File: src/rtl/alu_operand_stage.sv
// Operand selector: decode, bypass and load-use interlock,
// registered through a 2-entry skid buffer whose head drives the outputs.
module alu_operand_stage #(
   parameter int XLEN = 32,
   parameter int NUM_BYP = 2,
   localparam int SHAMT_W = $clog2(XLEN)
) (
   input  logic                    CLK,
   input  logic                    RST_N,
   input  logic                    FLUSH,
   input  logic                    IN_VALID,
   output logic                    IN_READY,
   input  logic [31:0]             INSTR,
   input  logic [XLEN-1:0]         PC,
   input  logic [XLEN-1:0]         RS1_DATA,
   input  logic [XLEN-1:0]         RS2_DATA,
   input  logic [NUM_BYP-1:0]      BYP_VALID,
   input  logic [5*NUM_BYP-1:0]    BYP_RD,
   input  logic [XLEN*NUM_BYP-1:0] BYP_DATA,
   input  logic                    LOAD_PEND,
   input  logic [4:0]              LOAD_RD,
   output logic                    OUT_VALID,
   input  logic                    OUT_READY,
   output logic [XLEN-1:0]         DATA0,
   output logic [XLEN-1:0]         DATA1,
   output logic [3:0]              ALU_OP,
   output logic [4:0]              RD,
   output logic                    RD_WE,
   output logic                    ILLEGAL
);

   localparam logic [6:0] OPC_OPIMM = 7'b0010011;
   localparam logic [6:0] OPC_OP    = 7'b0110011;
   localparam logic [6:0] OPC_LOAD  = 7'b0000011;
   localparam logic [6:0] OPC_STORE = 7'b0100011;
   localparam logic [6:0] OPC_LUI   = 7'b0110111;
   localparam logic [6:0] OPC_AUIPC = 7'b0010111;
   localparam logic [6:0] OPC_JAL   = 7'b1101111;
   localparam logic [6:0] OPC_JALR  = 7'b1100111;

   localparam logic [3:0] OP_ADD  = 4'd0;
   localparam logic [3:0] OP_SUB  = 4'd1;
   localparam logic [3:0] OP_SLL  = 4'd2;
   localparam logic [3:0] OP_SLT  = 4'd3;
   localparam logic [3:0] OP_SLTU = 4'd4;
   localparam logic [3:0] OP_XOR  = 4'd5;
   localparam logic [3:0] OP_SRL  = 4'd6;
   localparam logic [3:0] OP_SRA  = 4'd7;
   localparam logic [3:0] OP_OR   = 4'd8;
   localparam logic [3:0] OP_AND  = 4'd9;

   typedef struct packed {
      logic [XLEN-1:0] data0;
      logic [XLEN-1:0] data1;
      logic [3:0]      alu_op;
      logic [4:0]      rd;
      logic            rd_we;
      logic            illegal;
   } pay_t;

   logic [6:0] opcode;
   logic [2:0] funct3;
   logic [4:0] rd_idx;
   logic [4:0] rs1_idx;
   logic [4:0] rs2_idx;
   logic       alt;

   assign opcode  = INSTR[6:0];
   assign rd_idx  = INSTR[11:7];
   assign funct3  = INSTR[14:12];
   assign rs1_idx = INSTR[19:15];
   assign rs2_idx = INSTR[24:20];
   assign alt     = INSTR[30];

   logic is_opimm;
   logic is_op;
   logic is_load;
   logic is_store;
   logic is_lui;
   logic is_auipc;
   logic is_jump;

   assign is_opimm = (opcode == OPC_OPIMM);
   assign is_op    = (opcode == OPC_OP);
   assign is_load  = (opcode == OPC_LOAD);
   assign is_store = (opcode == OPC_STORE);
   assign is_lui   = (opcode == OPC_LUI);
   assign is_auipc = (opcode == OPC_AUIPC);
   assign is_jump  = (opcode == OPC_JAL) || (opcode == OPC_JALR);

   logic [XLEN-1:0] imm_i;
   logic [XLEN-1:0] imm_s;
   logic [XLEN-1:0] imm_u;
   logic [XLEN-1:0] sh_imm;

   assign imm_i  = XLEN'($signed(INSTR[31:20]));
   assign imm_s  = XLEN'($signed({INSTR[31:25], INSTR[11:7]}));
   assign imm_u  = XLEN'($signed({INSTR[31:12], 12'b0}));
   assign sh_imm = XLEN'(INSTR[20 +: SHAMT_W]);

   logic [XLEN-1:0] rs1_val;
   logic [XLEN-1:0] rs2_val;

   // Walk from the oldest source down so the lowest index is written last.
   always_comb begin
      rs1_val = RS1_DATA;
      rs2_val = RS2_DATA;
      for (int i = NUM_BYP - 1; i >= 0; i--) begin
         if (BYP_VALID[i] && (BYP_RD[5*i +: 5] == rs1_idx))
            rs1_val = BYP_DATA[XLEN*i +: XLEN];
         if (BYP_VALID[i] && (BYP_RD[5*i +: 5] == rs2_idx))
            rs2_val = BYP_DATA[XLEN*i +: XLEN];
      end
      if (rs1_idx == 5'd0) rs1_val = '0;
      if (rs2_idx == 5'd0) rs2_val = '0;
   end

   logic [3:0] f3_op;
   logic       is_shift;

   assign is_shift = (funct3 == 3'b001) || (funct3 == 3'b101);

   always_comb begin
      f3_op = OP_ADD;
      case (funct3)
         3'b000:  f3_op = (is_op && alt) ? OP_SUB : OP_ADD;
         3'b001:  f3_op = OP_SLL;
         3'b010:  f3_op = OP_SLT;
         3'b011:  f3_op = OP_SLTU;
         3'b100:  f3_op = OP_XOR;
         3'b101:  f3_op = alt ? OP_SRA : OP_SRL;
         3'b110:  f3_op = OP_OR;
         default: f3_op = OP_AND;
      endcase
   end

   pay_t nxt;
   logic use1;
   logic use2;
   logic writes;

   always_comb begin
      nxt         = '0;
      nxt.rd      = rd_idx;
      nxt.alu_op  = OP_ADD;
      use1        = 1'b0;
      use2        = 1'b0;
      writes      = 1'b0;
      unique case (1'b1)
         is_opimm: begin
            use1       = 1'b1;
            writes     = 1'b1;
            nxt.alu_op = f3_op;
            nxt.data0  = rs1_val;
            nxt.data1  = is_shift ? sh_imm : imm_i;
         end
         is_op: begin
            use1       = 1'b1;
            use2       = 1'b1;
            writes     = 1'b1;
            nxt.alu_op = f3_op;
            nxt.data0  = rs1_val;
            nxt.data1  = is_shift ? XLEN'(rs2_val[SHAMT_W-1:0])
                                  : rs2_val;
         end
         is_load: begin
            use1      = 1'b1;
            writes    = 1'b1;
            nxt.data0 = rs1_val;
            nxt.data1 = imm_i;
         end
         is_store: begin
            use1      = 1'b1;
            nxt.data0 = rs1_val;
            nxt.data1 = imm_s;
         end
         is_lui: begin
            writes    = 1'b1;
            nxt.data1 = imm_u;
         end
         is_auipc: begin
            writes    = 1'b1;
            nxt.data0 = PC;
            nxt.data1 = imm_u;
         end
         is_jump: begin
            writes    = 1'b1;
            nxt.data0 = PC;
            nxt.data1 = XLEN'(4);
         end
         default: nxt.illegal = 1'b1;
      endcase
      nxt.rd_we = writes && (rd_idx != 5'd0);
   end

   logic interlock;

   assign interlock = LOAD_PEND && (LOAD_RD != 5'd0) &&
                      ((use1 && (rs1_idx == LOAD_RD)) ||
                       (use2 && (rs2_idx == LOAD_RD)));

   pay_t head;
   pay_t tail;
   logic v0;
   logic v1;
   logic accept;
   logic drain;

   assign IN_READY = !interlock && !v1;
   assign accept   = IN_VALID && IN_READY;
   assign drain    = v0 && OUT_READY;

   // v1 implies v0; the head register is what the ALU sees.
   always_ff @(posedge CLK or negedge RST_N) begin
      if (!RST_N) begin
         v0   <= 1'b0;
         v1   <= 1'b0;
         head <= '0;
         tail <= '0;
      end else if (FLUSH) begin
         v0 <= 1'b0;
         v1 <= 1'b0;
      end else if (!v0) begin
         if (accept) begin
            head <= nxt;
            v0   <= 1'b1;
         end
      end else if (!v1) begin
         if (drain) begin
            if (accept) head <= nxt;
            else        v0   <= 1'b0;
         end else if (accept) begin
            tail <= nxt;
            v1   <= 1'b1;
         end
      end else if (drain) begin
         head <= tail;
         v1   <= 1'b0;
      end
   end

   assign OUT_VALID = v0;
   assign DATA0     = head.data0;
   assign DATA1     = head.data1;
   assign ALU_OP    = head.alu_op;
   assign RD        = head.rd;
   assign RD_WE     = head.rd_we;
   assign ILLEGAL   = head.illegal;

endmodule
File: config.mk
export PLATFORM = sky130hd
export DESIGN_NAME = alu_operand_stage
export DESIGN_NICKNAME = d
export VERILOG_FILES = /design/src/rtl/alu_operand_stage.sv
export SDC_FILE = /design/constraint.sdc
export NUM_CORES = 1
export LEC_CHECK = 0
export ABC_CLOCK_PERIOD_IN_PS = 2380
export CAP_MARGIN = 20
export CORE_ASPECT_RATIO = 2
export CORE_UTILIZATION = 49
export CTS_BUF_LIST = sky130_fd_sc_hd__clkbuf_8
export DETAILED_ROUTE_END_ITERATION = 10
export GPL_TIMING_DRIVEN = 0
export MAX_ROUTING_LAYER = met4
export PLACE_DENSITY = 0.93
export SETUP_SLACK_MARGIN = 0.05
export SYNTH_ARGS = -nofsm -noshare
export SYNTH_HDL_FRONTEND = slang
export SYNTH_SLANG_ARGS = --single-unit
File: constraint.sdc
create_clock -name CLK -period 2.38 [get_ports CLK]
set_input_delay 0.238 -clock CLK [delete_from_list [all_inputs] [get_ports CLK]]
set_output_delay 0.238 -clock CLK [all_outputs]
set_load 0.01 [all_outputs]
# Yosys cells after proc, flatten, opt, wreduce, memory -nomap -nowiden
# Index checks and enable logic that the tools add are counted.
totals:
  ff_bits: 152
  latch_bits: 0
  ram_bits: 0
  mem_bits_ro: 0
  mem_count: 0
classes:
  n_addsub: 0
  mul: 0
  div_mod_pow: 0
  order_cmp: 0
  n_eq_ne: 21
  shift: 0
  mux: 33
  bitwise: 3
  reduce_logical: 32
ops:
  columns: ["operator", "n"]
  rows:
  - ["two-way mux 75 bit", 5]
  - ["two-way mux 32 bit", 8]
  - ["one-hot mux 32 bit (6 select lines)", 1]
  - ["one-hot mux 32 bit (2 select lines)", 1]
  - ["== test 5 bit", 6]
  - ["one-hot mux 4 bit (7 select lines)", 1]
  - ["== test 7 x 6 -> 1 bit (second input constant)", 3]
  - ["two-way mux 1 bit", 16]
  - ["== test 7 x 5 -> 1 bit (second input constant)", 2]
  - ["== test 7 bit (second input constant)", 2]
  - ["logical AND 1 bit", 13]
  - ["zero test 5 bit", 2]
  - ["nonzero test 5 bit", 2]
  - ["== test 3 bit (second input constant)", 3]
  - ["== test 7 x 2 -> 1 bit (second input constant)", 1]
  - ["OR reduction 7 bit", 1]
  - ["== test 3 x 2 -> 1 bit (second input constant)", 2]
  - ["OR reduction 2 bit", 3]
  - ["OR reduction 6 bit", 1]
  - ["AND reduction 5 bit", 1]
  - ["two-way mux 4 bit", 1]
  - ["OR reduction 4 bit", 1]
  - ["== test 3 x 1 -> 1 bit (second input constant)", 1]
  - ["zero test 3 bit", 1]
  - ["6 further kinds", 11]

# Longest topological paths before layout
logic_depth:
  depth_word: 14
  depth_mapped: 9
  depth_no_buf: 6

# Worst setup path before layout
# OpenSTA, ideal clock, no wires.
synth_timing:
  path_type: "in2reg"
  startpoint: "input INSTR[24]"
  endpoint: "register tail[36] in the netlist's numbering"
  setup_time_ns: 0.133
  arrival_time_ns: 1.714
  slack_ns: 0.533
  stages: 8
  n_path_buf: 2
  path_cell_list: "buf_4 xor2_1 or3b_1 clkbuf_2 o21ai_0 a311oi_1 a211oi_1 a21oi_1"
synth_via:
  elab_chain_cells: 8
synth_rtl:
  columns: ["element", "line_no", "source"]
  rows:
  - ["start, declared", "13", "input logic [31:0] INSTR,"]
  - ["branches (longest 8 deep; another with two-way mux 32 bit)", null, null]
  - ["end signal, assigned", "233", "tail <= nxt;"]
  - ["end, declared", "203", "pay_t tail;"]
# Parallel ways; which one is timed is not known.
# A chain may end at the register's enable or synchronous reset.

# Worst setup path after layout
layout_timing:
  startpoint: "input INSTR[12]"
  endpoint: "register tail[36] in the netlist's numbering"
layout_via:
  elab_chain_cells: 4
layout_rtl:
  columns: ["element", "line_no", "source"]
  rows:
  - ["== test 3 x 1 -> 1 bit / == test 3 bit (equally long branches)", "121", "assign is_shift = (funct3 == 3'b001) || (funct3 == 3'b101);"]
  - ["logical OR 1 bit *", "121", null]
  - ["two-way mux 32 bit, on equally long branches", "163, 155", null]
  - ["one-hot mux 32 bit (6 select lines) *", "149", "unique case (1'b1)"]
# Every way passes the cells marked *; elsewhere a longest branch is shown, timed or not.

==> results.md <==
* Status: finished clean
* Max capacitance violation total at 0
* Post-detailed-route DRC marker count at 0
* Count of input and output buffers at ~280
* Kind of start point of the critical path: input port
* Total count of max-transition violations in the final report at 0
* Synthesized instance count at roughly 1.1k
* Total routed wirelength at 42.2 mm
* Post-route setup TNS at 0 ns
* Hold Crit Class: in -> reg
* Maximum clock frequency at 425 MHz
* Transition at the pin with the smallest max-transition slack at 0.659 ns
* Post-synth cell types at between 50 and 60
* Pin count of the biggest net entering global routing at 91
* Iteration-0 DRC count of the detailed router at 860
* Die Y-Extent at 201 um
* Nets@finish at 1605
* Detailed placement HPWL at ~33 mm
* Number of vias in the routed layout at between 10k and 15k
* CTS Sinks at 152
* Area overhead of the layout relative to synthesis at 40.7%
* Arrival time of the worst setup path at 2.71 ns
* TritonCTS clock tree: built
* Post-synthesis area per instance at around 8.9 um2
* CTS Buf Count at 17
* Worst-Skew Late Latency at 0.48 ns
* Final setup violating endpoints at 0
* Share of the yosys chip area belonging to registers at just under 40%
* All-Layer GR Usage at between 40% and 50%
* Start-to-end type of the worst setup path: in -> reg
* Ratio of routed vias to standard cells at ~6.5
* Maximum net fanout on the critical path at 10
* Total gr overflow at 0
* Post-synthesis register bit count at about 150
* Fraction of final layout cells sized beyond drive strength 1 at approximately 18%
* Floorplan die area at between 0.02 and 0.025 mm2
* CTS clock-pin slew for the worst setup and hold paths at around 0.1 ns
* Routed Antenna Nets at 0
* Number of rows in the core area at 72
* Post-synth ARST share at between 90% and 100%
* Unrepaired setup endpoints after global routing: true
* Design area at 0.0136 mm2
* Filler-free cell count of the finished design at around 1.7k
* Number of fill cells at ~1.5k
* Clock root buffer: sky130_fd_sc_hd__clkbuf_8
* Vias in the first global route at between 10k and 15k
* Synthesis warning total at 0
* Placer Congestion at between 1 and 1.5
* Largest buffer count on any clock path at 2
* Peak supply drop at roughly 0.38 mV
* Initial Util at about 50%
* CTS H-tree lvls at 4
* Critical Path End Type: register
* First-pass GRT wire length at 62.7 mm
* Number of enable flip-flop cells after synthesis at 0
* Number of search-and-repair iterations in the first detailed-routing pass at 6
* Die Width at ~100 um
* Io pins at just under 300
* Summed instance area of the synthesized netlist at approximately 0.0097 mm2
* Clock skew at 0.00986 ns
* Antenna violations before repair at 6
* Post-layout minimum cycle time at 2.35 ns
* Instance area at placement at about 0.013 mm2
* CP required at approximately 2.7 ns
* Worst slew margin at between 50 and 60%
* Syn_nets at between 1k and 1.5k
* Static power due to leakage at slightly above 5 nW
* Fin. Hold Viols at 0
* Prevailing post-synth register cell: sky130_fd_sc_hd__dfrtp_1
* Final cycle utilization of the critical path at between 90% and 100%
* Dpl cells at approximately 1.6k
* Placeable core region at just under 0.02 mm2
* Areal power density over the cells at 612 mW/mm2
* Fin Hold WS at 0.153 ns
* Average detailed-routed wire length per instance at about 25 um
## final cells by class
cell class / count / area (um2) / share of cell area (%)
clock buffer: 19 / 262 / 1.92
multi-input combinational: 736 / 5220 / 38.3
clock inverter: 13 / 170 / 1.25
tap: 259 / 324 / 2.38
timing repair buffer: 288 / 2890 / 21.2
antenna: 6 / 15.0 / 0.110
sequential: 152 / 3800 / 27.9
buffer: 114 / 624 / 4.59
inverter: 81 / 304 / 2.23
## cell families (layout without fill, tap and decap cells)
family	after synthesis	count (layout)	share of synthesized area (%)
AOI/OAI and AO/OA	356	356	30.2
and+or+nand+nor	344	344	17.7
buffers and inverters	195	515	9.35
DFF	152	152	39.3
xor gates and xnor gates	30	30	2.79
muxes	6	6	0.685
other	0	6	0
## timing repair
item,in CTS,in global routing
hold buffers,1,0
pin swaps,0,2
setup buffers,0,3
hold endpoints to repair,62,0
resized for setup,28,42
endpoints found under the setup margin,70,107
## flip-flops by register name (all words and copies together), names as in the netlist
signal	flops
tail	75
DATA0	32
DATA1	32
RD	5
ALU_OP	4
ILLEGAL	1
OUT_VALID	1
RD_WE	1
v1	1
## where the power goes
part | total (mW) | switching, mW | internal (mW)
Clock | 2.21 | 1.10 | 1.10
Combinational | 2.57 | 1.26 | 1.31
Sequential | 3.55 | 0.386 | 3.16
Total | 8.33 | 2.75 | 5.57
## cell usage after synthesis (7+ instances only)
cell,n,area share (%)
sky130_fd_sc_hd__nand3_1,8,0.41
sky130_fd_sc_hd__a211oi_1,11,0.85
sky130_fd_sc_hd__nor2_1,154,6.0
sky130_fd_sc_hd__a221oi_2,68,11
sky130_fd_sc_hd__dfrtp_1,152,39
sky130_fd_sc_hd__clkbuf_1,47,1.8
sky130_fd_sc_hd__a221oi_1,7,0.63
sky130_fd_sc_hd__a311oi_2,9,1.4
sky130_fd_sc_hd__nand4_1,69,4.5
sky130_fd_sc_hd__buf_4,13,1.0
sky130_fd_sc_hd__a211oi_2,11,1.4
sky130_fd_sc_hd__nand2b_1,8,0.52
sky130_fd_sc_hd__inv_1,81,3.1
sky130_fd_sc_hd__buf_6,9,1.0
sky130_fd_sc_hd__nor3_1,65,3.4
sky130_fd_sc_hd__o21ai_0,75,3.9
sky130_fd_sc_hd__a311oi_1,54,4.9
sky130_fd_sc_hd__xnor2_1,25,2.3
sky130_fd_sc_hd__nand2_1,8,0.31
sky130_fd_sc_hd__nor2b_1,7,0.45
sky130_fd_sc_hd__a21oi_1,110,5.7
sky130_fd_sc_hd__buf_2,42,2.2
## cell usage in the layout (no fill, tap or decap), types with 10 or more instances in the layout
cell	synthesis	routed
sky130_fd_sc_hd__clkdlybuf4s50_1	0	277
sky130_fd_sc_hd__nor2_1	154	154
sky130_fd_sc_hd__dfrtp_1	152	152
sky130_fd_sc_hd__a21oi_1	110	108
sky130_fd_sc_hd__inv_1	81	82
sky130_fd_sc_hd__o21ai_0	75	75
sky130_fd_sc_hd__nand4_1	69	69
sky130_fd_sc_hd__a221oi_2	68	68
sky130_fd_sc_hd__nor3_1	65	65
sky130_fd_sc_hd__buf_2	42	41
sky130_fd_sc_hd__a311oi_1	54	37
sky130_fd_sc_hd__clkbuf_1	47	32
sky130_fd_sc_hd__xnor2_1	25	25
sky130_fd_sc_hd__clkbuf_8	0	19
sky130_fd_sc_hd__a311oi_2	9	18
sky130_fd_sc_hd__buf_4	13	17
sky130_fd_sc_hd__clkbuf_2	3	17
sky130_fd_sc_hd__a211oi_2	11	16
sky130_fd_sc_hd__buf_6	9	10
## routing by layer
| metal | GRT usage (%) | wire [um] |
|---|---|---|
| met5 | - | 0 |
| met4 | 42.4 | 4890 |
| met3 | 9.37 | 3630 |
| met2 | 70.2 | 20800 |
| met1 | 42.3 | 12900 |
## stage by stage
stage                     worst slack [ns]  total power, mW  util, %
after floorplan                      0.533             4.69        -
after global placement               -5.08             5.96     66.3
after detailed placement            -0.776             6.07     66.4
after CTS                          -0.0329             8.24     69.3
after global routing              -0.00761             8.62     70.3
final                               0.0276             8.33     70.3
## path summary, 6_finish.rpt
| check | start | to | slack [ns] | cells past startpoint |
|---|---|---|---|---|
| max in group asynchronous | RST_N | DATA0[13] | 1.15 | 3 |
| worst max register to register | v1 | tail[38] | 0.34 | 6 |
| worst min register to register | tail[8] | tail[8] | 0.51 | 2 |
| min in group asynchronous | RST_N | DATA1[20] | 0.31 | 2 |
| worst max-delay path | INSTR[12] | tail[36] | 0.03 | 9 |
| worst min-delay path | INSTR[13] | ALU_OP[3] | 0.15 | 3 |
## critical path, cell delays in order
cell and delay [ns]:
sky130_fd_sc_hd__clkdlybuf4s50_1 0.62, sky130_fd_sc_hd__nor2b_1 0.34, sky130_fd_sc_hd__o21ai_1 0.08, sky130_fd_sc_hd__nor2b_1 0.14
sky130_fd_sc_hd__buf_2 0.19, sky130_fd_sc_hd__and2_1 0.18, sky130_fd_sc_hd__buf_2 0.22, sky130_fd_sc_hd__a211oi_1 0.56
sky130_fd_sc_hd__a21oi_1 0.15
(Power assumes the default switching activity.)
